File: src/rtl/cl_axil_pkg.sv
// Shared definitions for the AXI-Lite register file.
//   RESP_OKAY / RESP_SLVERR : AXI response codes
//   WINDOW_W                : address bits decoded inside one 4 KB window
//   wr_state_e / rd_state_e : write and read channel FSM states
//   merge_bytes()           : byte-enable merge of a write into a stored word
package cl_axil_pkg;

    localparam logic [1:0] RESP_OKAY   = 2'b00;
    localparam logic [1:0] RESP_SLVERR = 2'b10;

    localparam int WINDOW_W = 12;

    typedef enum logic {
        W_IDLE,
        W_RESP
    } wr_state_e;

    typedef enum logic {
        R_IDLE,
        R_DATA
    } rd_state_e;

    function automatic logic [31:0] merge_bytes(input logic [31:0] old_word,
                                                input logic [31:0] new_word,
                                                input logic [3:0]  strb);
        logic [31:0] result;
        for (int b = 0; b < 4; b++) begin
            result[8*b +: 8] = strb[b] ? new_word[8*b +: 8] : old_word[8*b +: 8];
        end
        return result;
    endfunction

endpackage

File: src/rtl/axil_bus_t.sv
// AXI-Lite bus bundle, one lane of each signal per slot.
//   slave modport  : address/data/handshake inputs, ready/response outputs
//   master modport : the mirror image
interface axil_bus_t #(
    parameter int NUM_SLOTS = 1
);
    logic [NUM_SLOTS*32-1:0] awaddr;
    logic [NUM_SLOTS-1:0]    awvalid;
    logic [NUM_SLOTS-1:0]    awready;
    logic [NUM_SLOTS*32-1:0] wdata;
    logic [NUM_SLOTS*4-1:0]  wstrb;
    logic [NUM_SLOTS-1:0]    wvalid;
    logic [NUM_SLOTS-1:0]    wready;
    logic [NUM_SLOTS*2-1:0]  bresp;
    logic [NUM_SLOTS-1:0]    bvalid;
    logic [NUM_SLOTS-1:0]    bready;
    logic [NUM_SLOTS*32-1:0] araddr;
    logic [NUM_SLOTS-1:0]    arvalid;
    logic [NUM_SLOTS-1:0]    arready;
    logic [NUM_SLOTS*32-1:0] rdata;
    logic [NUM_SLOTS*2-1:0]  rresp;
    logic [NUM_SLOTS-1:0]    rvalid;
    logic [NUM_SLOTS-1:0]    rready;

    modport slave (
        input  awaddr, awvalid, wdata, wstrb, wvalid, bready, araddr, arvalid, rready,
        output awready, wready, bresp, bvalid, arready, rdata, rresp, rvalid
    );

    modport master (
        output awaddr, awvalid, wdata, wstrb, wvalid, bready, araddr, arvalid, rready,
        input  awready, wready, bresp, bvalid, arready, rdata, rresp, rvalid
    );
endinterface

File: src/rtl/cl_axil_regfile.sv
// AXI-Lite slave register file.
//   aclk, areset : clock and asynchronous active-high reset
//   axil_s_bus   : AXI-Lite slave port (single slot)
//   regs_o       : all words, word i at [32i+31:32i]; word 0 = ID_VALUE,
//                  word NUM_REGS-1 = status_i, the rest read/write
//   status_i     : live status word, read-only at word NUM_REGS-1
//   wr_pulse_o   : one-cycle strobe on the word updated by a write
module cl_axil_regfile #(
    parameter logic [31:0] ID_VALUE = 32'h0000_0000,
    parameter int          NUM_REGS = 16
) (
    input  logic                  aclk,
    input  logic                  areset,
    axil_bus_t.slave              axil_s_bus,
    output logic [NUM_REGS*32-1:0] regs_o,
    input  logic [31:0]           status_i,
    output logic [NUM_REGS-1:0]   wr_pulse_o
);
    import cl_axil_pkg::*;

    localparam int IDX_W = $clog2(NUM_REGS);
    typedef logic [IDX_W-1:0] idx_t;

    // ---------------- address decode ----------------
    logic [31:0] awaddr, araddr;
    idx_t        aw_idx, ar_idx;
    logic        aw_oor, ar_oor;
    logic        unused_addr_bits;

    assign awaddr = axil_s_bus.awaddr[31:0];
    assign araddr = axil_s_bus.araddr[31:0];
    assign aw_idx = awaddr[IDX_W+1:2];
    assign ar_idx = araddr[IDX_W+1:2];
    assign aw_oor = |awaddr[WINDOW_W-1:IDX_W+2];
    assign ar_oor = |araddr[WINDOW_W-1:IDX_W+2];
    // Byte offset and bits above the 4 KB window are deliberately ignored.
    assign unused_addr_bits = ^{awaddr[31:WINDOW_W], awaddr[1:0],
                                araddr[31:WINDOW_W], araddr[1:0]};

    // ---------------- state ----------------
    wr_state_e             w_state_q, w_state_d;
    rd_state_e             r_state_q, r_state_d;
    logic                  rdy_en_q;       // holds all readies low until the first edge after reset
    logic                  aw_held_q, w_held_q, aw_oor_q;
    idx_t                  aw_idx_q;
    logic [31:0]           wdata_q;
    logic [3:0]            wstrb_q;
    logic [1:0]            bresp_q, rresp_q;
    logic [31:0]           rdata_q;
    logic [NUM_REGS-1:0]   wr_pulse_q;
    logic [31:0]           regs_q [1:NUM_REGS-2];
    logic [31:0]           word_val [NUM_REGS];

    logic awready, wready, bvalid, arready, rvalid;
    logic aw_hs, w_hs, b_hs, ar_hs, r_hs, commit, wr_writable, wr_oor;
    idx_t        wr_idx;
    logic [31:0] wr_data;
    logic [3:0]  wr_strb;

    assign aw_hs = axil_s_bus.awvalid[0] & awready;
    assign w_hs  = axil_s_bus.wvalid[0]  & wready;
    assign b_hs  = bvalid & axil_s_bus.bready[0];
    assign ar_hs = axil_s_bus.arvalid[0] & arready;
    assign r_hs  = rvalid & axil_s_bus.rready[0];

    // A beat accepted this cycle is used directly so AW+W in one cycle commits at once.
    assign wr_idx  = aw_held_q ? aw_idx_q : aw_idx;
    assign wr_oor  = aw_held_q ? aw_oor_q : aw_oor;
    assign wr_data = w_held_q  ? wdata_q  : axil_s_bus.wdata[31:0];
    assign wr_strb = w_held_q  ? wstrb_q  : axil_s_bus.wstrb[3:0];
    assign commit  = (w_state_q == W_IDLE) && (aw_held_q || aw_hs) && (w_held_q || w_hs);
    assign wr_writable = !wr_oor && (wr_idx != idx_t'(0)) && (wr_idx != idx_t'(NUM_REGS-1));

    // ---------------- write FSM ----------------
    // NOTE: sequential state uses non-blocking assignments so every register
    // samples pre-edge values regardless of process ordering.
    always_ff @(posedge aclk or posedge areset) begin
        if (areset) begin
            w_state_q <= W_IDLE;
            r_state_q <= R_IDLE;
            rdy_en_q  <= 1'b0;
        end else begin
            w_state_q <= w_state_d;
            r_state_q <= r_state_d;
            rdy_en_q  <= 1'b1;
        end
    end

    // NOTE: defaulting every output first keeps combinational blocks latch-free.
    always_comb begin
        w_state_d = w_state_q;
        unique case (w_state_q)
            W_IDLE: if (commit) w_state_d = W_RESP;
            W_RESP: if (b_hs)   w_state_d = W_IDLE;
            default:            w_state_d = W_IDLE;
        endcase
    end

    always_comb begin
        awready = rdy_en_q && (w_state_q == W_IDLE) && !aw_held_q;
        wready  = rdy_en_q && (w_state_q == W_IDLE) && !w_held_q;
        bvalid  = (w_state_q == W_RESP);
    end

    always_ff @(posedge aclk or posedge areset) begin
        if (areset) begin
            aw_held_q  <= 1'b0;
            w_held_q   <= 1'b0;
            aw_idx_q   <= '0;
            aw_oor_q   <= 1'b0;
            wdata_q    <= '0;
            wstrb_q    <= '0;
            bresp_q    <= RESP_OKAY;
            wr_pulse_q <= '0;
        end else begin
            if (b_hs) begin
                aw_held_q <= 1'b0;
                w_held_q  <= 1'b0;
            end else begin
                if (aw_hs) begin
                    aw_held_q <= 1'b1;
                    aw_idx_q  <= aw_idx;
                    aw_oor_q  <= aw_oor;
                end
                if (w_hs) begin
                    w_held_q <= 1'b1;
                    wdata_q  <= axil_s_bus.wdata[31:0];
                    wstrb_q  <= axil_s_bus.wstrb[3:0];
                end
            end
            if (commit) bresp_q <= wr_oor ? RESP_SLVERR : RESP_OKAY;
            // Registered so the strobe coincides with the new value on regs_o.
            wr_pulse_q <= (commit && wr_writable) ? (NUM_REGS'(1) << wr_idx) : '0;
        end
    end

    // NOTE: the register array is reset explicitly because software expects
    // every read/write word to read back as zero after reset.
    always_ff @(posedge aclk or posedge areset) begin
        if (areset) begin
            for (int i = 1; i < NUM_REGS-1; i++) regs_q[i] <= '0;
        end else if (commit && wr_writable) begin
            for (int i = 1; i < NUM_REGS-1; i++) begin
                if (wr_idx == idx_t'(i)) regs_q[i] <= merge_bytes(regs_q[i], wr_data, wr_strb);
            end
        end
    end

    always_comb begin
        for (int i = 0; i < NUM_REGS; i++) word_val[i] = '0;
        word_val[0] = ID_VALUE;
        for (int i = 1; i < NUM_REGS-1; i++) word_val[i] = regs_q[i];
        word_val[NUM_REGS-1] = status_i;
        regs_o = '0;
        for (int i = 0; i < NUM_REGS; i++) regs_o[32*i +: 32] = word_val[i];
    end

    // ---------------- read FSM ----------------
    always_comb begin
        r_state_d = r_state_q;
        unique case (r_state_q)
            R_IDLE: if (ar_hs) r_state_d = R_DATA;
            R_DATA: if (r_hs)  r_state_d = R_IDLE;
            default:           r_state_d = R_IDLE;
        endcase
    end

    always_comb begin
        arready = rdy_en_q && (r_state_q == R_IDLE);
        rvalid  = (r_state_q == R_DATA);
    end

    // Data is captured at the AR handshake, so it reflects pre-commit contents
    // and the status value of that cycle.
    always_ff @(posedge aclk or posedge areset) begin
        if (areset) begin
            rdata_q <= '0;
            rresp_q <= RESP_OKAY;
        end else if (ar_hs) begin
            rdata_q <= ar_oor ? 32'h0 : word_val[ar_idx];
            rresp_q <= ar_oor ? RESP_SLVERR : RESP_OKAY;
        end
    end

    // ---------------- outputs ----------------
    assign axil_s_bus.awready = awready;
    assign axil_s_bus.wready  = wready;
    assign axil_s_bus.bvalid  = bvalid;
    assign axil_s_bus.bresp   = bresp_q;
    assign axil_s_bus.arready = arready;
    assign axil_s_bus.rvalid  = rvalid;
    assign axil_s_bus.rdata   = rdata_q;
    assign axil_s_bus.rresp   = rresp_q;
    assign wr_pulse_o         = wr_pulse_q;

endmodule

File: src/flat_wrapper.sv
// flat-port wrapper written by rule: the top's interface ports become plain ports
module cl_axil_regfile_flat import cl_axil_pkg::*;
#(
    parameter logic [31:0] ID_VALUE = 32'h0000_0000,
    parameter int          NUM_REGS = 16
)
  (aclk, areset, regs_o, status_i, wr_pulse_o, axil_s_bus_awaddr, axil_s_bus_awvalid, axil_s_bus_wdata, axil_s_bus_wstrb, axil_s_bus_wvalid, axil_s_bus_bready, axil_s_bus_araddr, axil_s_bus_arvalid, axil_s_bus_rready, axil_s_bus_awready, axil_s_bus_wready, axil_s_bus_bresp, axil_s_bus_bvalid, axil_s_bus_arready, axil_s_bus_rdata, axil_s_bus_rresp, axil_s_bus_rvalid);
  axil_bus_t #(.NUM_SLOTS(1)) axil_s_bus_i ();
  input  logic aclk;
  input  logic areset;
  output logic [NUM_REGS*32-1:0] regs_o;
  input  logic [31:0] status_i;
  output logic [NUM_REGS-1:0] wr_pulse_o;
  input wire logic [$bits(axil_s_bus_i.awaddr)-1:0] axil_s_bus_awaddr;
  input wire logic [$bits(axil_s_bus_i.awvalid)-1:0] axil_s_bus_awvalid;
  input wire logic [$bits(axil_s_bus_i.wdata)-1:0] axil_s_bus_wdata;
  input wire logic [$bits(axil_s_bus_i.wstrb)-1:0] axil_s_bus_wstrb;
  input wire logic [$bits(axil_s_bus_i.wvalid)-1:0] axil_s_bus_wvalid;
  input wire logic [$bits(axil_s_bus_i.bready)-1:0] axil_s_bus_bready;
  input wire logic [$bits(axil_s_bus_i.araddr)-1:0] axil_s_bus_araddr;
  input wire logic [$bits(axil_s_bus_i.arvalid)-1:0] axil_s_bus_arvalid;
  input wire logic [$bits(axil_s_bus_i.rready)-1:0] axil_s_bus_rready;
  output wire logic [$bits(axil_s_bus_i.awready)-1:0] axil_s_bus_awready;
  output wire logic [$bits(axil_s_bus_i.wready)-1:0] axil_s_bus_wready;
  output wire logic [$bits(axil_s_bus_i.bresp)-1:0] axil_s_bus_bresp;
  output wire logic [$bits(axil_s_bus_i.bvalid)-1:0] axil_s_bus_bvalid;
  output wire logic [$bits(axil_s_bus_i.arready)-1:0] axil_s_bus_arready;
  output wire logic [$bits(axil_s_bus_i.rdata)-1:0] axil_s_bus_rdata;
  output wire logic [$bits(axil_s_bus_i.rresp)-1:0] axil_s_bus_rresp;
  output wire logic [$bits(axil_s_bus_i.rvalid)-1:0] axil_s_bus_rvalid;
  assign axil_s_bus_i.awaddr = axil_s_bus_awaddr;
  assign axil_s_bus_i.awvalid = axil_s_bus_awvalid;
  assign axil_s_bus_i.wdata = axil_s_bus_wdata;
  assign axil_s_bus_i.wstrb = axil_s_bus_wstrb;
  assign axil_s_bus_i.wvalid = axil_s_bus_wvalid;
  assign axil_s_bus_i.bready = axil_s_bus_bready;
  assign axil_s_bus_i.araddr = axil_s_bus_araddr;
  assign axil_s_bus_i.arvalid = axil_s_bus_arvalid;
  assign axil_s_bus_i.rready = axil_s_bus_rready;
  assign axil_s_bus_awready = axil_s_bus_i.awready;
  assign axil_s_bus_wready = axil_s_bus_i.wready;
  assign axil_s_bus_bresp = axil_s_bus_i.bresp;
  assign axil_s_bus_bvalid = axil_s_bus_i.bvalid;
  assign axil_s_bus_arready = axil_s_bus_i.arready;
  assign axil_s_bus_rdata = axil_s_bus_i.rdata;
  assign axil_s_bus_rresp = axil_s_bus_i.rresp;
  assign axil_s_bus_rvalid = axil_s_bus_i.rvalid;
  cl_axil_regfile #(.ID_VALUE(ID_VALUE), .NUM_REGS(NUM_REGS)) u_core (.aclk(aclk), .areset(areset), .axil_s_bus(axil_s_bus_i), .regs_o(regs_o), .status_i(status_i), .wr_pulse_o(wr_pulse_o));
endmodule
File: config.mk
export PLATFORM = sky130hd
export DESIGN_NAME = cl_axil_regfile_flat
export DESIGN_NICKNAME = d
export VERILOG_FILES = /design/src/rtl/cl_axil_pkg.sv /design/src/rtl/axil_bus_t.sv /design/src/rtl/cl_axil_regfile.sv /design/src/flat_wrapper.sv
export SDC_FILE = /design/constraint.sdc
export NUM_CORES = 1
export LEC_CHECK = 0
export ABC_AREA = 1
export CORE_AREA = 10 10 264 266
export CTS_CLUSTER_DIAMETER = 30
export DETAILED_ROUTE_END_ITERATION = 8
export DIE_AREA = 0 0 274 276
export PLACE_DENSITY_LB_ADDON = 0.1
export SLEW_MARGIN = 0
export SYNTH_ARGS = -nofsm -noshare
export SYNTH_HDL_FRONTEND = slang
export SYNTH_SLANG_ARGS = --single-unit
File: constraint.sdc
create_clock -name aclk -period 31.6 [get_ports aclk]
set_clock_uncertainty 0.05 [all_clocks]
set_input_delay 9.48 -clock aclk [delete_from_list [all_inputs] [get_ports aclk]]
set_output_delay 9.48 -clock aclk [all_outputs]
set_load 0.01 [all_outputs]
==> results.txt, run 1 <==
The floorplan has 93 rows. After detailed routing, the number of vias per cell comes to 5.86. The overall routing resource usage is between 30 and 40%. The clock slew at the register clock pins of the worst setup and hold paths is approximately 0.040 ns. Once detail routing completed, the nets flagged for antenna violations numbered 0. For this design the static power due to leakage is 18.9 nW.

The number of clock buffers inserted by TritonCTS is 133. Together, buffers and inverters on the worst path number 2. The setup TNS is 0 ns. By instance count, the leading cell after synthesis is nand2_1. The largest driver fanout on the critical path came out at 2. The synthesis-stage register bit count is about 540. The flop-to-flop setup slack came out at between 20 and 30 ns. Summed over its instances, the top area cell type makes up between 40% and 50% of the synthesized netlist area. The placed cell area is 35000 sq um. The maximum root-to-sink buffer count is 3. The worst relative slew slack came out at 23.0%. In this run, the number of DRC markers left after iteration 0 of detailed routing was between 3000 and 4000. The total half-perimeter wirelength after legalization and detailed placement is around 86000 um. Measured in cells, the most critical reg-to-reg path has a length of 9. The number of global-route vias before repair is approximately 28000.

The share of the Yosys chip area taken by registers is between 40% and 50%. The startpoint class of the critical path is a primary input. The maximum operating frequency is slightly below 0.05 GHz. In the synthesized netlist, the cells that appear most often are nand2_1, dfrtp_1, nand4_1. For this run, asynchronously set or reset flops after synthesis account for 100%. The CTS root buffer is clkbuf_16.

The overall via count from detail_route is slightly below 30000. The count of synthesis-stage warnings from yosys came out at 0. The post-CTS setup buffer count came out at 0. The number of gates resized after CTS is 0.

The wire length per cell after detailed routing came out at between 20 and 30 um. The critical path in this run is classified as primary input to output pin. The pin count of the biggest net entering global routing is around 210. The count of final hold-check violations is 0. The non-filler instance count after layout came out at ~5100.

The placed cell count is around 4800. Data arrives at the worst endpoint at between 10 and 15 ns. The number of buffers added on ports is about 630. 0 antenna diodes ended up in the layout.

The worst hold path passes through 2 cells. The depth of the CTS H-tree came out at 4. The total of max-cap violations came out at 0. The pre-antenna-repair detailed-routing pass consisted of 6 iterations. The tree built by TritonCTS fans out to 544 sinks. The final critical-path share of the clock period came out at 63.7%. The flow ran to the end, and the final reports show no timing, DRC or antenna violations. The path class of the tightest hold or removal check is flop to flop. The die extent in x came out at 274 um. The core region is 64100 sq um. The signed area change from the synthesized netlist to the final layout came out at 37.7%. The initial antenna violation count came to 1. The global route total overflow is 0. The final max-slew violation count came out at 0. The count of endpoints failing setup in the final report came out at 0. On the critical path the largest part of the delay comes from buffers and inverters. The clock latency of the later-clocked register in the worst-skew pair came out at about 0.71 ns. In the final layout, the share of cells above drive strength 1 is between 9 and 10%. TritonCTS built the clock tree. Traced cell by cell, the critical path runs through clkdlybuf4s50_1 > clkdlybuf4s50_1. The number of top-level design ports is ~710.

The initial utilization of the core area, before any placement, comes to 45.0%. The delay of the slowest cell on the worst path is 0.57 ns. The number of standard cells after synthesis is around 3600. Counting flops with a built-in enable in the synthesized netlist gives 0. The power per cell area is ~72 nW/um^2.

The largest total area in the synthesized netlist belongs to dfrtp_1. For hold timing, the worst endpoint is u_core.axil_s_bus.rdata[9]. For this block, the routed nets add up to ~130000 um of wire. The required time at the worst-slack endpoint is approximately 22 ns. The worst register-to-register path ends at u_core.regs_o[34]. In the synthesized netlist the dominant register cell turns out to be dfrtp_1. The chip height is around 280 um.

The transition time at the pin with the least slew margin is ~1.2 ns. STA classifies the critical path endpoint as an output pin. The die covers roughly 76000 sq um. The startpoint identified for the worst hold timing path is u_core.axil_s_bus.rdata[9]. After synthesis, the cell types taking the most area are dfrtp_1, nand2_1, nand4_1.

The maximum ir drop on the vdd rail came out at 0.0820 mV. In the routed design, unresolved DRC markers number 0. The final-stage net count came out at between 4000 and 5000.

The congestion estimate from routability-driven global placement came to a little over 0.9. The number of hold-repair buffers added at the cts stage came out at 0. The total standard cell area after synthesis is ~29000 sq um. The netlist uses 32 different library cells.

The global-route wire length before repair came out at roughly 190000 um. The final critical path time including I/O delays and setup is 20.14 ns. The mean post-synth cell area is roughly 8 sq um. Counting the fill cells in the layout gives approximately 5600. The worst reg2reg path startpoint is u_core.w_held_q. By instance count, the cell type seen most on the critical path is clkdlybuf4s50_1. Setup repair after global routing left no endpoint under its margin. The largest individual stage delay along the critical path comes from the cell clkdlybuf4s50_1. The post-route cell area is ~40000 sq um.
## worst max path at each step
| stage | from | end | slack [ns] | depth (start not counted) |
|---|---|---|---|---|
| final | status_i[9] | regs_o[489] | 11.46 | 2 |
| after global placement | status_i[9] | regs_o[489] | 11.45 | 2 |
| after CTS | status_i[9] | regs_o[489] | 11.43 | 2 |
| after floorplan | areset | u_core.aw_held_q | 6.86 | 1 |
| after global routing | status_i[9] | regs_o[489] | 11.43 | 2 |
| after detailed placement | status_i[9] | regs_o[489] | 11.44 | 2 |
## final cells by class
cell class	count	area (sq um)	area share (%)
repair buffers	707	6890	17.3
clock inverters	65	960	2.41
flip-flops and latches	544	13600	34.2
clock buffers	176	3800	9.55
well taps	855	1070	2.69
multi-input cells	2634	13100	32.9
inverters	91	354	0.891
## sequential cells by signal, summed over array words and instances, names as in the netlist
name	count
u_core.aw_held_q	1
u_core.aw_idx_q	4
u_core.aw_oor_q	1
u_core.axil_s_bus.bresp	1
u_core.axil_s_bus.bvalid	1
u_core.axil_s_bus.rdata	32
u_core.axil_s_bus.rresp	1
u_core.axil_s_bus.rvalid	1
u_core.rdy_en_q	1
u_core.regs_o	448
u_core.w_held_q	1
u_core.wdata_q	32
u_core.wr_pulse_o	16
u_core.wstrb_q	4
## logic make-up (layout without fill, tap and decap cells)
kind of cell | Yosys count | in the layout | synth area share (%)
AND/OR/NAND/NOR | 2140 | 2140 | 36.0
flip-flops | 544 | 544 | 47.2
buffers and inverters | 466 | 1039 | 8.16
AO/OA/AOI/OAI | 457 | 457 | 8.67
other | 2 | 37 | 0.0260
## report_power, final
group	switching (mW)	internal [mW]	leakage (nW)
sequential	0.0209	0.731	7.51
clock	0.435	1.01	2.30
combinational	0.554	0.125	9.04
## layer usage
metal / GRT usage, % / wire length, um
met2: 47.7 / 56000
met3: 10.4 / 15200
met5: 0 / 0
met4: 15.4 / 6220
met1: 44.3 / 51900
## stage by stage
stage	setup slack [ns]	hold WS [ns]	utilization (%)	total power [mW]
finish	11.46	0.425	62.0	2.88
detailed placement	11.44	0.416	54.6	1.42
CTS	11.43	0.429	62.0	2.86
global placement	11.45	0.412	54.6	1.41
global route	11.43	0.446	62.0	2.96
floorplan	6.86	0.403	-	1.19
## placed cells by master, fill, tap and decap left out, types with 14 or more instances in the layout
master / netlist / final
clkbuf_8: 0 / 21
nor2_4: 15 / 17
o211ai_1: 64 / 64
inv_1: 87 / 85
bufinv_16: 0 / 21
o21ai_0: 321 / 289
buf_4: 87 / 77
clkdlybuf4s50_1: 0 / 625
o21ai_1: 0 / 26
nand3_1: 65 / 65
nor2_1: 336 / 335
a21oi_1: 66 / 66
nand4_4: 50 / 50
clkbuf_16: 0 / 138
clkbuf_1: 133 / 18
nor4_1: 14 / 14
dfrtp_1: 544 / 543
clkinv_2: 0 / 17
conb_1: 2 / 37
nand2_1: 1185 / 1183
nand4_1: 453 / 453
Power figures use the tool's default switching activity.
==> run 2: changes to the inputs <==
--- a/config.mk
+++ b/config.mk
@@ -6,10 +6,10 @@
 export NUM_CORES = 1
 export LEC_CHECK = 0
 export ABC_AREA = 1
-export CORE_AREA = 10 10 264 266
+export CORE_AREA = 10 10 270 272
 export CTS_CLUSTER_DIAMETER = 30
 export DETAILED_ROUTE_END_ITERATION = 8
-export DIE_AREA = 0 0 274 276
+export DIE_AREA = 0 0 280 282
 export PLACE_DENSITY_LB_ADDON = 0.1
 export SLEW_MARGIN = 0
 export SYNTH_ARGS = -nofsm -noshare
==> constraint.sdc (replaced) <==
create_clock -name aclk -period 17.1 [get_ports aclk]
set_clock_uncertainty 0.05 [all_clocks]
set_input_delay 5.13 -clock aclk [delete_from_list [all_inputs] [get_ports aclk]]
set_output_delay 5.13 -clock aclk [all_outputs]
set_load 0.01 [all_outputs]
==> run 2 against run 1 <==
  * Critical path depth unchanged
  * Critical endpoint is now regs_o[495]
  * Highest routed layer unchanged
  * Wire length increased by 0.60%
  * Via count decreased by 0.20%
  * Die area increased by 4.4%
  * Sequential power increased by 85%
  * Clock power grew 99%
  * Final area up 1.2%
  * Global-route usage down 1.1 points
  * Non-clock buffer count unchanged
  * Power up 91%
==> results.txt, run 2 (synthesized netlist as in run 1, its figures left out) <==
The clock passes through at most 3 buffers. The number of DRC markers after the initial detailed-route iteration came out at around 3600. The tree is rooted in a clkbuf_16. The final critical path time including I/O delays and setup is roughly 11 ns. TritonCTS built the clock tree. The count of cells along the worst hold path came out at 2. The final critical-path share of the clock period came out at roughly 67%.

The total overflow left after global routing is 0. Buffers placed on the I/O ports in this run total between 600 and 700. The clock network burns a little over half of the power. The floorplan has 96 rows.

The number of buffer and inverter stages on the critical path is 2. The clock latency of the later-clocked register in the worst-skew pair came out at around 0.72 ns. Counting the buffers created by CTS gives 145. After clock tree synthesis, the repair step resized 0 gates. The startpoint class of the critical path is a primary input.

The required time at the worst-slack endpoint came out at 11.92 ns. The startpoint of the most critical hold path is u_core.axil_s_bus.rdata[2]. Based on the critical path, the design can be clocked at up to 0.0875 GHz. The endpoint arrival time on the critical path is between 6 and 7 ns. For this block, the routed nets add up to about 130000 um of wire. The total half-perimeter wirelength after legalization and detailed placement is ~86000 um. After detailed routing, the number of remaining DRC violations is 0. The power per cell area came out at approximately 140 nW/um^2. The die extent in x is about 280 um.

The cell repeated most along the worst path is clkdlybuf4s50_1. Walking the worst path, the cells encountered are clkdlybuf4s50_1 > clkdlybuf4s50_1. The worst relative slew slack is between 10% and 20%. The most frequent standard cell in the layout excluding fill and tap cells is nand2_1. After clock tree synthesis, the setup repair step added 0 buffers. After clock tree synthesis, the clock-pin slew on the worst setup and hold paths is 0.04 ns. The delay of the slowest cell on the worst path is between 0.5 and 0.6 ns. The post-route cell area came out at between 40000 and 50000 sq um. The kind of capture point of the worst setup path is an output pin. Setup repair after global routing left no endpoint under its margin. The initial antenna violation count came out at 0. The first detailed-routing pass took 8 iterations. In this run the critical register-to-register path is captured at u_core.regs_o[54].

The wire length per cell after detailed routing is about 25 um. Among all stages on the critical path, the largest delay is contributed by clkdlybuf4s50_1. The run finished with clean final reports. The maximum ir drop on the vdd rail is 0.164 mV. In this run the cell area measured after placement is roughly 35000 sq um. The switching power is 1.90 mW.

Leaving out fill and tap cells, the most frequent cells in the layout are nand2_1, clkdlybuf4s50_1, dfrtp_1. The flop-to-flop setup slack is around 13 ns. The number of flip-flops in the largest register is 448. The overall routing resource usage came out at approximately a third. Once detail routing completed, the nets flagged for antenna violations numbered 0. The overall via count from detail_route came out at roughly 30000.

The net switching share of the total power is 34.4%. The internal power of the cells totals roughly 3.6 mW. slightly above 700 I/O pins were placed. Routability-driven placement finished with a final weighted congestion of approximately 0.9. The number of antenna diodes in the final layout is 0. For hold timing, the worst endpoint is u_core.axil_s_bus.rdata[2].

Entering global routing, the biggest net connects between 200 and 250 pins. The number of global-route vias before repair came out at around 28000. The placeable core region is ~68000 sq um. In this run the critical register-to-register path is launched from u_core.w_held_q. In this run the worst path has a maximum fanout of 2. The family with the most delay on the worst path is buffers and inverters. At the end of the flow, the number of nets in the layout was between 4000 and 5000.

The first global-routing pass estimated 191000 um of wire. The worst hold path class is flop to flop. The number of sinks driven by the clock tree is roughly 540. The final max-slew violation count is 0. The category of the most critical setup path is primary input to output pin. The number of hold-repair buffers added at the cts stage is 0. In the routed layout, each cell is associated on average with a via count of around 5.8.

The count of endpoints failing setup in the final report is 0. For the pin with the worst max-slew slack, the measured transition is between 1 and 1.5 ns. The full die area is 79000 sq um. The depth of the CTS H-tree came out at 4. The initial core utilization came out at ~43%. The combinational power share is between 20 and 25%.

Relative to the synthesized area, the layout overhead comes to 39.3%. In the final layout, the share of cells above drive strength 1 is 10.1%. The worst register-to-register path has a depth of 9. The static power due to leakage is between 15 and 20 nW. In this run, flip-flops and latches consume 25.2% of the power. The chip height came out at roughly 280 um. The count of final hold-check violations came out at 0. The setup TNS came out at 0 ns. Across the run, the number of max-cap violations was 0.
[run 2: cell types whose count changed in the layout (fill, tap and decap cells not counted), sizes merged]
| cell | delta |
|---|---|
| clkinvlp | -7 |
| clkinv | +2 |
| clkbuf | +28 |
| inv | -3 |
[run 2: worst max-delay path by stage]
stage	cells past startpoint	slack [ns]	endpoint	startpoint
6_report	2	5.68	regs_o[495]	status_i[15]
5_1_grt	2	5.63	regs_o[495]	status_i[15]
4_1_cts	2	5.64	regs_o[495]	status_i[15]
3_5_place_dp	2	5.65	regs_o[495]	status_i[15]
3_3_place_gp	2	5.65	regs_o[495]	status_i[15]
2_1_floorplan	1	4.52	u_core.aw_held_q	areset
[run 2: final cells by class]
class | count | area (sq um)
flip-flops and latches | 544 | 13600
multi-input cells | 2634 | 13100
inverters | 91 | 350
fillers | 6085 | 27500
repair buffers | 707 | 6900
clock buffers | 204 | 4250
well taps | 882 | 1100
clock inverters | 57 | 930
[run 2: layer usage]
layer	vias to the layer above	share of wire [%]	track usage [%]
li1	13249	-	-
met4	0	4.0	13.4
met3	250	11	10.3
met5	-	0	0
met2	1617	44	46.4
met1	14530	41	43.0
[run 2: power groups by stage]
stage / Sequential, mW / Clock, mW / Combinational, mW
finish: 1.39 / 2.87 / 1.25
global route: 1.40 / 2.96 / 1.31
CTS: 1.39 / 2.89 / 1.21
detailed placement: 1.41 / 0 / 1.21
global placement: 1.40 / 0 / 1.21
floorplan: 1.40 / 0 / 0.803
[run 2: per-stage QoR]
step	util [%]	cells	worst slack [ns]	total power, mW	hold slack [ns]
2_1_floorplan	-	3644	4.52	2.20	0.403
3_3_place_gp	51.7	4858	5.65	2.61	0.413
3_5_place_dp	51.7	4858	5.65	2.62	0.415
4_1_cts	59.4	5119	5.64	5.49	0.432
5_1_grt	59.4	5119	5.63	5.67	0.442
6_report	59.4	5119	5.68	5.51	0.427
